===== config.mk =====
export PLATFORM = sky130hd
export DESIGN_NAME = stg1fq_flat
export DESIGN_NICKNAME = d
export VERILOG_FILES = /design/src/rtl/stg1fq_if.sv /design/src/rtl/stg1fq.sv /design/src/flat_wrapper.sv
export SDC_FILE = /design/constraint.sdc
export NUM_CORES = 1
export LEC_CHECK = 0
export CORE_MARGIN = 2
export CORE_UTILIZATION = 59
export CTS_CLUSTER_SIZE = 30
export DETAILED_ROUTE_END_ITERATION = 6
export GPL_TIMING_DRIVEN = 0
export PLACE_DENSITY = 0.89
export SLEW_MARGIN = 20
export SYNTH_ARGS = -nofsm -noshare
export SYNTH_HDL_FRONTEND = slang
export SYNTH_SLANG_ARGS = --single-unit

===== constraint.sdc =====
create_clock -name iw_clk -period 13.9 [get_ports iw_clk]
set_clock_uncertainty 0.15 [all_clocks]
set_input_delay 1.39 -clock iw_clk [delete_from_list [all_inputs] [get_ports iw_clk]]
set_output_delay 1.39 -clock iw_clk [all_outputs]
set_load 0.02 [all_outputs]

===== src/rtl/stg1fq_if.sv =====
// stg1fq_if: fetch-queue bus between fetch/decode (master) and the queue (slave).
`ifndef SIZE_ADDR
`define SIZE_ADDR 32
`endif
`ifndef SIZE_DATA
`define SIZE_DATA 32
`endif
interface stg1fq_if #(
  parameter int DEPTH  = 4,
  parameter int ADDR_W = `SIZE_ADDR,
  parameter int DATA_W = `SIZE_DATA
);
  localparam int CW = $clog2(DEPTH) + 1;
  logic              iw_flush;
  logic              iw_valid;
  logic [ADDR_W-1:0] iw_pc;
  logic [DATA_W-1:0] iw_instr;
  logic              iw_ready;
  logic              ow_ready;
  logic              ow_valid;
  logic [ADDR_W-1:0] ow_pc;
  logic [DATA_W-1:0] ow_instr;
  logic [CW-1:0]     ow_count;
  logic              ow_empty;
  logic              ow_full;
  logic              ow_ovf;
  modport master (
    output iw_flush, iw_valid, iw_pc, iw_instr, iw_ready,
    input  ow_ready, ow_valid, ow_pc, ow_instr, ow_count, ow_empty, ow_full, ow_ovf
  );
  modport slave (
    input  iw_flush, iw_valid, iw_pc, iw_instr, iw_ready,
    output ow_ready, ow_valid, ow_pc, ow_instr, ow_count, ow_empty, ow_full, ow_ovf
  );
endinterface


===== src/rtl/stg1fq.sv =====
// stg1fq: circular instruction fetch queue with flush and sticky overflow.
`ifndef SIZE_ADDR
`define SIZE_ADDR 32
`endif
`ifndef SIZE_DATA
`define SIZE_DATA 32
`endif
module stg1fq #(
  parameter int DEPTH  = 4,
  parameter int ADDR_W = `SIZE_ADDR,
  parameter int DATA_W = `SIZE_DATA
) (
  input logic      iw_clk,
  input logic      iw_rst,
  stg1fq_if.slave  q
);
  localparam int AW = $clog2(DEPTH);
  localparam int CW = AW + 1;
  logic [ADDR_W-1:0] pc_q    [DEPTH];
  logic [DATA_W-1:0] instr_q [DEPTH];
  logic [AW-1:0]     wp_q, wp_d, rp_q, rp_d;
  logic [CW-1:0]     count_q, count_d;
  logic              ovf_q, ovf_d;
  logic              full, empty, push, pop;
  assign full  = count_q == CW'(DEPTH);
  assign empty = count_q == '0;
  assign pop   = !empty & q.iw_ready & !q.iw_flush;
  assign push  = q.iw_valid & (!full | pop) & !q.iw_flush;
  always_comb begin
    wp_d    = q.iw_flush ? '0 : wp_q + AW'(push);
    rp_d    = q.iw_flush ? '0 : rp_q + AW'(pop);
    count_d = q.iw_flush ? '0 : count_q + CW'(push) - CW'(pop);
    ovf_d   = ovf_q | (q.iw_valid & full & !pop & !q.iw_flush);
  end
  always_ff @(posedge iw_clk) begin
    if (iw_rst) begin
      wp_q    <= '0;
      rp_q    <= '0;
      count_q <= '0;
      ovf_q   <= 1'b0;
    end else begin
      wp_q    <= wp_d;
      rp_q    <= rp_d;
      count_q <= count_d;
      ovf_q   <= ovf_d;
    end
  end
  // storage is never cleared; the head is masked to zero while empty
  always_ff @(posedge iw_clk) begin
    if (push) begin
      pc_q[wp_q]    <= q.iw_pc;
      instr_q[wp_q] <= q.iw_instr;
    end
  end
  assign q.ow_ready = !full;
  assign q.ow_valid = !empty;
  assign q.ow_pc    = empty ? '0 : pc_q[rp_q];
  assign q.ow_instr = empty ? '0 : instr_q[rp_q];
  assign q.ow_count = count_q;
  assign q.ow_empty = empty;
  assign q.ow_full  = full;
  assign q.ow_ovf   = ovf_q;
endmodule


===== src/flat_wrapper.sv =====
// flat-port wrapper written by rule: the top's interface ports become plain ports
module stg1fq_flat 
#(
  parameter int DEPTH  = 4,
  parameter int ADDR_W = `SIZE_ADDR,
  parameter int DATA_W = `SIZE_DATA
)
  (iw_clk, iw_rst, q_iw_flush, q_iw_valid, q_iw_pc, q_iw_instr, q_iw_ready, q_ow_ready, q_ow_valid, q_ow_pc, q_ow_instr, q_ow_count, q_ow_empty, q_ow_full, q_ow_ovf);
  stg1fq_if #(.DEPTH(DEPTH), .ADDR_W(ADDR_W), .DATA_W(DATA_W)) q_i ();
  input logic iw_clk;
  input logic iw_rst;
  input wire logic [$bits(q_i.iw_flush)-1:0] q_iw_flush;
  input wire logic [$bits(q_i.iw_valid)-1:0] q_iw_valid;
  input wire logic [$bits(q_i.iw_pc)-1:0] q_iw_pc;
  input wire logic [$bits(q_i.iw_instr)-1:0] q_iw_instr;
  input wire logic [$bits(q_i.iw_ready)-1:0] q_iw_ready;
  output wire logic [$bits(q_i.ow_ready)-1:0] q_ow_ready;
  output wire logic [$bits(q_i.ow_valid)-1:0] q_ow_valid;
  output wire logic [$bits(q_i.ow_pc)-1:0] q_ow_pc;
  output wire logic [$bits(q_i.ow_instr)-1:0] q_ow_instr;
  output wire logic [$bits(q_i.ow_count)-1:0] q_ow_count;
  output wire logic [$bits(q_i.ow_empty)-1:0] q_ow_empty;
  output wire logic [$bits(q_i.ow_full)-1:0] q_ow_full;
  output wire logic [$bits(q_i.ow_ovf)-1:0] q_ow_ovf;
  assign q_i.iw_flush = q_iw_flush;
  assign q_i.iw_valid = q_iw_valid;
  assign q_i.iw_pc = q_iw_pc;
  assign q_i.iw_instr = q_iw_instr;
  assign q_i.iw_ready = q_iw_ready;
  assign q_ow_ready = q_i.ow_ready;
  assign q_ow_valid = q_i.ow_valid;
  assign q_ow_pc = q_i.ow_pc;
  assign q_ow_instr = q_i.ow_instr;
  assign q_ow_count = q_i.ow_count;
  assign q_ow_empty = q_i.ow_empty;
  assign q_ow_full = q_i.ow_full;
  assign q_ow_ovf = q_i.ow_ovf;
  stg1fq #(.DEPTH(DEPTH), .ADDR_W(ADDR_W), .DATA_W(DATA_W)) u_core (.iw_clk(iw_clk), .iw_rst(iw_rst), .q(q_i));
endmodule

# Word-level counts from Yosys, hierarchy flattened
# Memory sizes are Yosys's and may differ from the RTL's. A register that Yosys moved wholly into a read port is not among the register bits.
# Cells that the tools add are included.
# op_classes
addsub,4
eq_ne,1
bitwise_logic,9
n_reduce_logical,6
mux,6
# ops
cell,n
$mux 32,2
$and 1x1->1,7
$add 2x1->2,2
$logic_not 1->1,4
$mux 2,2
$add 3x1->3,1
$eq 3x3->1 const B,1
$logic_not 3->1,1
$sub 3x1->3,1
$mux 1,2
$or 1x1->1,2
$reduce_or 2->1,1
# totals
wordCells,32
ramBits,256
inputBits,69
register_bits,8
mem_count,2
# memory_table
memory,depth,word_bits,rd,rd_clocked_by_memory_dff,wr,line,source
u_core.instr_q,4,32,1,1,1,stg1fq.sv:20,logic [DATA_W-1:0] instr_q [DEPTH];
u_core.pc_q,4,32,1,1,1,stg1fq.sv:19,logic [ADDR_W-1:0] pc_q [DEPTH];

# Logic depth before layout (Yosys ltp)
# depth
word_depth,9
mapped_depth,11
ltp_nobuf,10

# Worst setup path before layout
# Ideal clock, no wire load.
# synth_path
path_type,input-to-reg
start,in q_iw_valid
end,"mem u_core.instr_q[1][0] (netlist bit), enable pin"
t_arrival_ps,6372
setup_time_ps,578
n_path_buf,0
slack_ps,6799
required_time_ps,13172
path_stages,3
cell_sequence,nor2b_1 > o21ai_2 > nor3b_1
# synth_via
elab_chain_cells,4
# synth_rtl
item,line,source
from (decl),flat_wrapper.sv:13,input wire logic [$bits(q_i.iw_valid)-1:0] q_iw_valid;
$and 1x1->1 (2 in series),stg1fq.sv:28,assign push = q.iw_valid & (!full | pop) & !q.iw_flush;
$mux 1,stg1fq.sv:50,if (push) begin
$mux 1 (not written as such),stg1fq.sv:52,instr_q[wp_q] <= q.iw_instr;
to (decl),stg1fq.sv:20,
# No other way between the ends.

# Worst setup path after layout
# layout_path
start,"reg u_core.count_q[1], in the netlist u_core.q.ow_count[1]"
end,out q_ow_pc[21]
# layout_via
elab_chain_cells,2
# layout_rtl
item,line,source
from (decl),stg1fq.sv:22,"logic [CW-1:0] count_q, count_d;"
from (signal assigned),stg1fq.sv:44,count_q <= count_d;
$logic_not 3->1,stg1fq.sv:26,assign empty = count_q == '0;
$mux 32,stg1fq.sv:57,assign q.ow_pc = empty ? '0 : pc_q[rp_q];
to (decl),flat_wrapper.sv:19,output wire logic [$bits(q_i.ow_pc)-1:0] q_ow_pc;
# No other way between the ends.

==> results.toml <==
[outcome]
outcome = "completed"

[cts]
clock-sinks = 264
clkTransAtPathRegs_ps = 60
clockBufferDepth = 3
h-tree-depth = 1
cts_buffers = 26
root_buffer = "clkbuf_16"
cts_setup_buffers = 0
cts_resized = 0
clock_latency_ps = 510
cts_hold_buf = 0
cts_tree = "yes"

[timing]
fin_crit_ps = 4440
hold_ws_ps = 342
hold_viol = 0
final-setup-viol-count = 0
relSlewSlack = 0.525
fmax_mhz = 225
rsz0062_at_grt = "no"
fin_crit_sh = 0.319
worstMarginPinSlew_ps = 710
finalSetupTns_ps = 0
slew_viol_final = 0

[floorplanning]
start_util = 0.608
die_h_um = 135
die_w_um = 135
die-area_mm2 = 0.0183
ioPinCount = 141
coreArea_mm2 = 0.0167
row_count = 47

[drt]
drt_iter0_markers = 332
vias = 4941
postRouteAntennaNets = 0
wl_per_cell_um = 21.6
wirelength_mm = 19.1
firstDrtPassIters = 4
drc = 0
via_per_inst = 5.60

[grt]
grt_max_degree = 25
grt.met3_usage = 0.0352
met2_usage = 0.382
grt_pass1_vias = 5346
top_usage_layer = "met2"
grtUsageTotal = 0.212
globalRouteOverflowTotal = 0
use_met1 = 0.271
antenna_found_initial = 0
grt_pass1_wl_mm = 29.2

[hold_path]
min_path_cells = 2
hp-class = "register to register"

[pwr]
p_leak_uw = 0.00422
powerDensity_mw_per_mm2 = 129
ir_worst_vdd_uv = 118

[synth]
synth_top_area_share = 0.758
ys_seq_elements = 264
syn_nets = 524
synth_area_mm2 = 0.0101
synthArstFlopShare = 0
synth_area_per_cell_um2 = 22.5
synthCells = 450
synth-main-ff-cell = "edfxtp_1"
yosys.area.top_type = "edfxtp_1"
yosysMostFrequentCell = "edfxtp_1"
synth_cell_types = 21
synth_edf_count = 256
synth_area_leaders = "edfxtp_1 76%, mux4_2 13%, and2_1 4.2%"
synth_warnings = 0
synth_commonest_cells = "256 x edfxtp_1, 68 x and2_1, 60 x mux4_2"
ys_seq_area_frac = 0.773

[critical_path]
critPathLaunchType = "register"
crit_arrival_ps = 2900
crit_path_max_fanout = 10
rr_worst_depth = 11
endpoint_kind = "primary output"
critPathRequiredTime_ps = 12360
crit_type = "register to primary output"

[place]
gp_congestion = 0.749
hpwl_mm = 13.1
port_buffers = 140

[finish]
antenna_cells = 0
syn2layout_area_growth_pct = 27.7
layout.nets = 719
drive_above_1_share = 0.214

[job]
cap_violations = 0
==> cell families (layout without fill, tap and decap cells) <==
family                     count (synthesis)  count (layout)  share of synthesized area
AOI/OAI and AO/OA                          2               2                    0.00148
xor gates and xnor gates                   4               4                    0.00345
adders and majority gates                  5               5                    0.00691
buffers and inverters                     29             242                     0.0219
and+or+nand+nor                           82              82                     0.0493
DFF                                      264             264                      0.773
muxes                                     64              64                      0.144
==> registers in the layout, indices dropped and copies added (netlist names) <==
| register | count |
|---|---|
| u_core.instr_q | 128 |
| u_core.pc_q | 128 |
| u_core.q.ow_count | 3 |
| u_core.rp_q | 2 |
| u_core.wp_q | 2 |
| u_core.q.ow_ovf | 1 |
==> cell usage in the layout (no fill, tap or decap), drive strengths merged, types with 3 or more instances in the layout <==
cell type      netlist  routed
edfxtp             256     256
clkdlybuf4s50        0     140
and2                68      68
mux4                64      64
buf                 14      41
clkbuf               7      40
clkinv               0      10
inv                  8       8
dfxtp                8       8
nor3                 5       5
xnor2                4       4
ha                   4       4
bufinv               0       3
nor3b                3       3
nor2                 3       3
==> critical path, cell delays in order (launching register included) <==
cell	delay, ps
dfxtp_1	420
or3_1	210
clkbuf_1	490
clkbuf_1	390
and2_1	240
clkdlybuf4s50_1	630
==> final cells by class <==
type,instances,area [µm²]
plain buffers,21,193
clock buffers,33,698
clock inverters,13,139
fillers,887,3740
inverters,8,30.0
multi-input cells,157,2100
flip-flops and latches,264,7850
well taps,220,275
repair buffers,167,1680
==> report_power, final <==
group / switching, µW / total [µW] / internal, µW
Sequential: 3.29 / 889 / 886
Combinational: 50.5 / 106 / 55.0
Clock: 269 / 678 / 409
Total: 323 / 1670 / 1350
==> per-layer routing <==
metal | wire length (µm) | vias to the layer above
met3 | 966 | 27
met2 | 10400 | 154
met5 | 0 | -
met1 | 7360 | 2538
li1 | - | 2222
met4 | 337 | 0
==> final timing paths <==
kind	startpoint	to	slack, ps
max reg2reg	u_core.q.ow_count[1]$_SDFF_PP0_	u_core.q.ow_count[2]$_SDFF_PP0_	10810
min reg2reg	u_core.q.ow_ovf$_SDFF_PP0_	u_core.q.ow_ovf$_SDFF_PP0_	340
min	u_core.q.ow_ovf$_SDFF_PP0_	u_core.q.ow_ovf$_SDFF_PP0_	340
max	u_core.q.ow_count[1]$_SDFF_PP0_	q_ow_pc[21]	9460
==> per-stage QoR <==
stage / area (µm²) / util / std cells / total power (µW) / worst slack (ps)
3_3_place_gp: 11800 / 0.708 / 810 / 1010 / 2880
6_report: 13000 / 0.776 / 883 / 1670 / 9460
2_1_floorplan: 10100 / - / 450 / 951 / 6800
4_1_cts: 13000 / 0.776 / 883 / 1690 / 9400
5_1_grt: 13000 / 0.776 / 883 / 1720 / 9300
3_5_place_dp: 12100 / 0.726 / 837 / 1010 / 9690
No activity file was read; power rests on OpenSTA's default activity.
